===== src/rtl/panda_pkg.sv =====
// Shared types and constants for the panda memory path.
// The response struct is sized for the MemDataWidth datapath.
package panda_pkg;

    localparam int MemAddrWidth = 32;
    localparam int MemDataWidth = 32;

    typedef struct packed {
        logic [MemDataWidth-1:0] rdata;
        logic                    err;
    } mem_rsp_t;

endpackage


===== src/rtl/panda_fifo.sv =====
// Small in-order response buffer with push/pop, full/empty and occupancy count.
// A push into a full buffer is accepted only if a pop frees the head slot in the same cycle.
module panda_fifo #(
    parameter int Width = 8,
    parameter int Depth = 2,
    localparam int CntW = $clog2(Depth + 1)
) (
    input  logic             clk_i,
    input  logic             rst_ni,
    input  logic             push_i,
    input  logic [Width-1:0] data_i,
    input  logic             pop_i,
    output logic [Width-1:0] data_o,
    output logic             full_o,
    output logic             empty_o,
    output logic [CntW-1:0]  count_o
);
    localparam int PtrW = $clog2(Depth);

    logic [Width-1:0] mem_q [Depth];
    logic [PtrW-1:0]  wr_ptr_q, wr_ptr_d;
    logic [PtrW-1:0]  rd_ptr_q, rd_ptr_d;
    logic [CntW-1:0]  count_q, count_d;
    logic             do_push, do_pop;

    function automatic logic [PtrW-1:0] ptr_inc(input logic [PtrW-1:0] ptr);
        return (ptr == PtrW'(Depth - 1)) ? '0 : ptr + 1'b1;
    endfunction

    assign full_o  = (count_q == CntW'(Depth));
    assign empty_o = (count_q == '0);
    assign count_o = count_q;
    assign data_o  = mem_q[rd_ptr_q];

    always_comb begin
        do_push  = push_i && (!full_o || pop_i);
        do_pop   = pop_i && !empty_o;
        wr_ptr_d = do_push ? ptr_inc(wr_ptr_q) : wr_ptr_q;
        rd_ptr_d = do_pop ? ptr_inc(rd_ptr_q) : rd_ptr_q;
        count_d  = count_q + CntW'(do_push) - CntW'(do_pop);
    end

    always_ff @(posedge clk_i) begin
        if (!rst_ni) begin
            wr_ptr_q <= '0;
            rd_ptr_q <= '0;
            count_q  <= '0;
        end else begin
            wr_ptr_q <= wr_ptr_d;
            rd_ptr_q <= rd_ptr_d;
            count_q  <= count_d;
        end
    end

    // NOTE: storage has no reset; an entry is only observable after it was pushed.
    always_ff @(posedge clk_i) begin
        if (do_push) begin
            mem_q[wr_ptr_q] <= data_i;
        end
    end

endmodule


===== src/rtl/panda_mem_ctrl.sv =====
// Single-port RAM controller: valid/ready requests in, in-order responses out.
// Credits cover the RAM read stage plus the response buffer, so read data is never dropped.
module panda_mem_ctrl
    import panda_pkg::*;
#(
    parameter int DataWidth    = 32,
    parameter int Depth        = 1024,
    parameter bit RamOutputReg = 1'b1,
    parameter int RspDepth     = 3
) (
    input  logic                     clk_i,
    input  logic                     rst_ni,
    input  logic                     req_valid_i,
    output logic                     req_ready_o,
    input  logic                     req_we_i,
    input  logic [DataWidth/8-1:0]   req_be_i,
    input  logic [MemAddrWidth-1:0]  req_addr_i,
    input  logic [DataWidth-1:0]     req_wdata_i,
    output logic                     rsp_valid_o,
    input  logic                     rsp_ready_i,
    output logic [DataWidth-1:0]     rsp_rdata_o,
    output logic                     rsp_err_o,
    output logic                     ram_ce_o,
    output logic [DataWidth/8-1:0]   ram_we_o,
    output logic [$clog2(Depth)-1:0] ram_addr_o,
    output logic [DataWidth-1:0]     ram_wdata_o,
    input  logic [DataWidth-1:0]     ram_rdata_i
);
    localparam int BeW  = DataWidth / 8;
    localparam int OffW = $clog2(BeW);
    localparam int IdxW = $clog2(Depth);
    localparam int CntW = $clog2(RspDepth + 1);

    logic            accept, out_of_range;
    logic            s1_valid_q, s1_valid_d;
    logic            s1_we_q, s1_we_d;
    logic            s1_err_q, s1_err_d;
    logic            push, push_we, push_err, pop;
    logic [CntW:0]   occupancy;
    mem_rsp_t        push_rsp, head_rsp;
    logic            fifo_full, fifo_empty;
    logic [CntW-1:0] fifo_count;

    assign out_of_range = |req_addr_i[MemAddrWidth-1:OffW+IdxW];

    // NOTE: every signal written here is assigned on all paths, so no latch is inferred.
    always_comb begin
        // Ready sees only registered occupancy, never rsp_ready_i.
        occupancy   = {1'b0, fifo_count} + (CntW+1)'(RamOutputReg && s1_valid_q);
        req_ready_o = !fifo_full && (occupancy < (CntW+1)'(RspDepth));
        accept      = rst_ni && req_valid_i && req_ready_o;

        ram_ce_o    = accept && !out_of_range;
        ram_we_o    = (ram_ce_o && req_we_i) ? req_be_i : '0;
        ram_addr_o  = req_addr_i[OffW +: IdxW];
        ram_wdata_o = req_wdata_i;

        s1_valid_d  = accept;
        s1_we_d     = req_we_i;
        s1_err_d    = out_of_range;

        // Stores and errors ride the same stage as loads to keep responses ordered.
        if (RamOutputReg) begin
            push     = s1_valid_q;
            push_we  = s1_we_q;
            push_err = s1_err_q;
        end else begin
            push     = accept;
            push_we  = req_we_i;
            push_err = out_of_range;
        end
        push_rsp.err   = push_err;
        push_rsp.rdata = (push_we || push_err) ? '0 : ram_rdata_i;
    end

    // NOTE: sequential state uses non-blocking assignments; reset is sampled on the clock edge.
    always_ff @(posedge clk_i) begin
        if (!rst_ni) begin
            s1_valid_q <= 1'b0;
            s1_we_q    <= 1'b0;
            s1_err_q   <= 1'b0;
        end else begin
            s1_valid_q <= s1_valid_d;
            s1_we_q    <= s1_we_d;
            s1_err_q   <= s1_err_d;
        end
    end

    panda_fifo #(
        .Width ($bits(mem_rsp_t)),
        .Depth (RspDepth)
    ) u_rsp_fifo (
        .clk_i   (clk_i),
        .rst_ni  (rst_ni),
        .push_i  (push),
        .data_i  (push_rsp),
        .pop_i   (pop),
        .data_o  (head_rsp),
        .full_o  (fifo_full),
        .empty_o (fifo_empty),
        .count_o (fifo_count)
    );

    assign rsp_valid_o = !fifo_empty;
    assign pop         = rsp_valid_o && rsp_ready_i;
    assign rsp_rdata_o = fifo_empty ? '0 : head_rsp.rdata;
    assign rsp_err_o   = !fifo_empty && head_rsp.err;

endmodule


===== config.mk =====
export PLATFORM = sky130hd
export DESIGN_NAME = panda_mem_ctrl
export DESIGN_NICKNAME = d
export VERILOG_FILES = /design/src/rtl/panda_pkg.sv /design/src/rtl/panda_fifo.sv /design/src/rtl/panda_mem_ctrl.sv
export SDC_FILE = /design/constraint.sdc
export NUM_CORES = 1
export LEC_CHECK = 0
export BUFFER_PORTS_ARGS = -buffer_cell sky130_fd_sc_hd__buf_4
export CORE_MARGIN = 2
export CORE_UTILIZATION = 50
export CTS_CLUSTER_SIZE = 25
export DETAILED_ROUTE_END_ITERATION = 12
export PLACE_DENSITY = 0.81
export SETUP_SLACK_MARGIN = 0.1
export SLEW_MARGIN = 30
export SYNTH_ARGS = -nofsm -noshare
export SYNTH_HDL_FRONTEND = slang
export SYNTH_HIERARCHICAL = 1
export SYNTH_SLANG_ARGS = --single-unit

===== constraint.sdc =====
create_clock -name clk_i -period 7.9 [get_ports clk_i]
set_input_delay 0.395 -clock clk_i [delete_from_list [all_inputs] [get_ports clk_i]]
set_output_delay 0.395 -clock clk_i [all_outputs]
set_load 0.05 [all_outputs]

; ---- Yosys cells after proc, flatten, opt, wreduce, memory -nomap -nowiden
; Memory sizes are Yosys's and may differ from the RTL's. A register that Yosys moved wholly into a read port is not among the register bits.
; Index checks and enable logic that the tools add are counted.
; Widths: inputs -> output; s select.
[totals]
mem_bits_rw = 99
word_cells = 41
inputBits = 105
n_memories = 1
out_inout_bits = 82
register_bits = 9
[memory_table]
columns = memory, words, width, rd, rd_ports_with_merged_regs, write_ports, line
row1 = u_rsp_fifo.mem_q, 3, 33, 1, 1, 1, panda_fifo.sv:20  ; logic [Width-1:0] mem_q [Depth];
[classes]
n_mux = 9
n_lt_le_gt_ge = 1
n_eq_ne = 3
add_sub_neg = 5
reduce_logical = 16
[ops]
columns = cell, count
row1 = $mux 32, 2
row2 = $reduce_or 20->1, 1
row3 = $logic_and 1x1->1, 9
row4 = $mux 2, 4
row5 = $eq 2x2->1 const B, 3
row6 = $add 2x1->2 const B, 2
row7 = $mux 4, 1
row8 = $add 2x1->3, 1
row9 = $logic_not 1->1, 3
row10 = $lt 3x2->1 const B, 1
row11 = $add 2x1->2, 1
row12 = $logic_not 2->1, 1
row13 = $logic_or 1x1->1, 2
row14 = $mux 1, 2
row15 = $sub 2x1->2, 1

; ---- Depth between registers and ports, before layout
[logic_depth]
word_depth = 7
mapped_depth = 10
mapped_depth_nobuf = 10

; ---- By module
; Netlist, hierarchy kept.
[by_module_without_submodules]
columns = mod, cells_per_inst, area_each_um2, n_inst, seq_area_each_um2
row1 = panda_fifo, 246, 4016.4, 1, 3133.0
row2 = panda_mem_ctrl, 142, 962.2, 1, 60.1

; ---- Worst setup path after synthesis
; OpenSTA, ideal clock, no wires.
[synth_path]
path_kind = reg2out
start = register u_rsp_fifo.count_q[0] (netlist: u_rsp_fifo/count_o[0])
end = output ram_we_o[0]
n_path_buf = 0
slack_ps = 3464
stages_incl_launch_ff = 6
required_time_ps = 7505
arrival_time_ps = 4041
cell_sequence = dfxtp_1 ha_1 ha_1 a211oi_1 nand3_1 nor4_1
[synth_via]
elab_chain_cells = 7
word_cells_on_any_way = 9
cone_classes = add/sub: 1 / order compare: 1 / eq/ne: 1 / mux: 1 / reduce/logical: 5
[synth_rtl]
columns = item, line
row1 = from (decl), panda_fifo.sv:23  ; logic [CntW-1:0] count_q, count_d;
row2 = from (signal assigned), panda_fifo.sv:51  ; count_q <= count_d;
row3 = $add 2x1->3 / $eq 2x2->1 (equally long branches), "panda_mem_ctrl.sv:49, panda_fifo.sv:30"
row4 = $lt 3x2->1 / $logic_not 1->1 (equally long branches), panda_mem_ctrl.sv:50  ; req_ready_o = !fifo_full && (occupancy < (CntW+1)'(RspDepth));
row5 = $logic_and 1x1->1 *, panda_mem_ctrl.sv:50
row6 = net req_ready_o, panda_mem_ctrl.sv:14  ; output logic req_ready_o,
row7 = $logic_and 1x1->1 *, panda_mem_ctrl.sv:51  ; accept = rst_ni && req_valid_i && req_ready_o;
row8 = $logic_and 1x1->1 *, panda_mem_ctrl.sv:53  ; ram_ce_o = accept && !out_of_range;
row9 = $logic_and 1x1->1 *, panda_mem_ctrl.sv:54  ; ram_we_o = (ram_ce_o && req_we_i) ? req_be_i : '0;
row10 = $mux 4 *, panda_mem_ctrl.sv:54
row11 = to (decl), panda_mem_ctrl.sv:24  ; output logic [DataWidth/8-1:0] ram_we_o,
; Mark *: on every way through the listed nets, which the timed path passes. The rest lies on a longest branch.

; ---- Worst setup path in the final report
[layout_path]
start = register u_rsp_fifo.count_q[0] (netlist: u_rsp_fifo/count_o[0])
end = output ram_we_o[3]
[layout_via]
elab_chain_cells = 7
word_cells_on_any_way = 9
cone_classes = add/sub: 1 / order compare: 1 / eq/ne: 1 / mux: 1 / reduce/logical: 5
[layout_rtl]
columns = item, line
row1 = $add 2x1->3 / $eq 2x2->1 (equally long branches), "panda_mem_ctrl.sv:49, panda_fifo.sv:30"
row2 = $lt 3x2->1 / $logic_not 1->1 (equally long branches), panda_mem_ctrl.sv:50
row3 = $logic_and 1x1->1 *, panda_mem_ctrl.sv:50
row4 = $logic_and 1x1->1 *, panda_mem_ctrl.sv:51
row5 = $logic_and 1x1->1 *, panda_mem_ctrl.sv:53
row6 = $logic_and 1x1->1 *, panda_mem_ctrl.sv:54
row7 = $mux 4 *, panda_mem_ctrl.sv:54
; Mark *: on every way between the ends. The rest lies on a longest branch, timed or not.

==> impl_metrics.yaml <==
pwr:
  p_per_area_mw_per_mm2: 217
  total_power_mw: 1.25
  ir_drop_mv: 0.0875
  p_leak_nw: 2.08
worst_setup_path:
  critPathMaxFanout: 6
  slowest_delay_ps: 470
  crit_slowest_cell: "dfxtp_1"
  end_kind: "primary output"
  cp_common_cell: "ha_1"
  crit_arrival_ps: 2440
  path_class: "reg -> out"
  startpoint_type: "flop"
  cp_cell_sequence: "ha_1 -> ha_1 -> a211oi_1 -> nand3_1 -> nor4_1 -> buf_4"
  required_ps: 7510
routing:
  viasPerCell: 5.14
  first_pass_iters: 4
  drcViolationCount: 0
  vias: 2999
  drtIter0Drc: 133
  ant_nets: 0
  drt_wl_total_um: 9270
  wl_per_cell_um: 15.9
clock_tree:
  clock-root-buffer: "clkbuf_8"
  htree_levels: 3
  cts_hold_buf: 0
  cts_buffer_depth: 2
  postCtsSetupBuffers: 0
  cts_resized: 0
  cts_made_buffers: 9
  cts_sinks: 110
  clk_pin_slew_ps: 100
  insertion_delay_ps: 360
  cts_tree: "done"
finish:
  multi_input_area_mm2: 0.00138
  drive_above_1_share: 0.291
  fin_nets: 554
  fin_cells: 583
  synthToLayoutAreaGrowth_pct: 16.0
  seq_area_mm2: 0.00320
  diodes: 0
  fill_cells: 765
global_route:
  top_usage_layer: "met2"
  grt_util_met1: 0.180
  grtUsageMet2: 0.319
  antenna_found_initial: 0
  grt_pass1_vias: 3118
  grt_max_degree: 67
  grt_usage: 0.174
  grt_use_met3: 0.0378
  grt-ovfl-total: 0
  grt_pass1_wl_um: 14500
floorplan:
  die_area_mm2: 0.0108
  die_w_um: 104
  ios: 187
  rows: 36
  core_area_mm2: 0.00973
  die_h_um: 104
  start_util: 0.512
placement:
  hpwl_um: 6100
  place_ws_ps: 5120
  gp_congestion: 0.744
  port_buffers: 100
  dp.cells: 566
flow_run:
  cap_viol_max_count: 0
timing:
  clock_skew_ps: 10.2
  worst_slew_pin_slew_ps: 858
  rsz0062_at_grt: "no"
  drv_slew: 0
  setup_violations: 0
  finalHoldViolations: 0
  tns_ps: 0
  finalWorstSetupSlack_ps: 5070
  finalCriticalPeriod_ps: 2830
  period_share: 0.358
  relSlewSlack: 0.425
  max_freq_mhz: 353
logic_synthesis:
  syn_avg_cell_area_um2: 12.8
  ys_top_cells_by_area: "edfxtp_1 (60%), mux2i_1 (7.0%), buf_4 (6.5%), dfxtp_1 (4.4%), and2_1 (4.4%)"
  async_flop_share: 0
  synth_ff_type: "edfxtp_1"
  seq_area_frac_synth: 0.641
  synth_top_cell_by_area: "edfxtp_1"
  yosysWarnings: 6
  ys_seq_elements: 110
  synthCells: 388
  synth_cell_types: 28
  synth_area_mm2: 0.00498
  synth_edf_count: 99
  syn_nets: 497
  synth_top_area_share: 0.597
run_status:
  outcome: "completed"
min_path:
  hold_class: "in -> reg"
## critical path, delay by kind of cell (launching register included)
kind	cells	cell delay (ps)
AOI/OAI and AO/OA	1	350
and+or+nand+nor	2	580
adders and majority gates	2	420
DFF	1	470
buffers and inverters	1	250
## cell usage in the layout (no fill, tap or decap), types with 2 or more instances in the layout
cell,instances
and2_1,35
buf_4,105
clkbuf_8,9
dfxtp_1,9
dfxtp_4,2
edfxtp_1,99
ha_1,4
inv_1,5
inv_6,2
mux2i_1,35
nand2_1,42
nor2b_1,34
nor3b_2,2
nor4_1,8
o21a_1,2
o21ai_0,33
o21ai_2,2
xnor2_1,2
## synthesized netlist by cell type, types with 2 or more instances
cell type / count
clkbuf_1: 11
and2_1: 35
inv_1: 5
o21ai_0: 33
buf_2: 3
buf_6: 3
nand2_1: 42
nor2b_1: 34
nor3_1: 2
edfxtp_1: 99
nor3b_1: 3
dfxtp_1: 11
xnor2_1: 2
nor4_1: 8
o21ai_2: 2
o21a_1: 2
nor2_1: 3
ha_1: 4
buf_4: 43
mux2i_1: 35
## worst paths after layout
kind	from	end	cells after the start	slack (ps)
setup reg to reg	u_rsp_fifo/count_o[1]	u_rsp_fifo/mem_q[2][27]	6	5100
hold / removal	req_we_i	push_we	2	280
setup / recovery	u_rsp_fifo/count_o[0]	ram_we_o[3]	6	5070
hold reg to reg	u_rsp_fifo/rd_ptr_q[0]	flop	2	510
## report_power, final
part,switching [mW],internal [mW]
clock network,0.181,0.148
registers,0.0145,0.657
logic,0.161,0.0906
## per-stage QoR
step                      utilization  hold slack [ps]  instance area (µm²)
final                           0.594              279                 5780
after global routing            0.594              280                 5780
after CTS                       0.591              271                 5750
after detailed placement        0.571              493                 5550
after global placement          0.570              447                 5550
after floorplan                     -              444                 4980
## final cells by class
type / instances / share of cell area
Multi-Input combinational cell: 213 / 0.239
Clock buffer: 9 / 0.0214
Clock inverter: 7 / 0.0126
Inverter: 5 / 0.00325
Timing Repair Buffer: 106 / 0.141
Tap cell: 133 / 0.0288
Sequential cell: 110 / 0.554
## metal layers
layer  routed length, µm  vias up
met5                   0        -
met4                 286        0
met3                 590       39
met2                4940      107
met1                3460     1426
li1                    -     1427
## cell families after synthesis
logic type / synth area share
XOR/XNOR: 0.00352
adder cells (fa/ha/maj): 0.0101
buffers and inverters: 0.0867
flip-flops: 0.641
AO/OA/AOI/OAI: 0.0427
AND/OR/NAND/NOR: 0.145
multiplexers: 0.0704
## sequential cells by signal, summed over array words and instances, names as in the netlist, named ones only
register,count
push,1
u_rsp_fifo/mem_q,99
u_rsp_fifo/wr_ptr_q,2
u_rsp_fifo/rd_ptr_q,2
push_we,1
push_err,1
u_rsp_fifo/count_o,2
(Power assumes the default switching activity.)
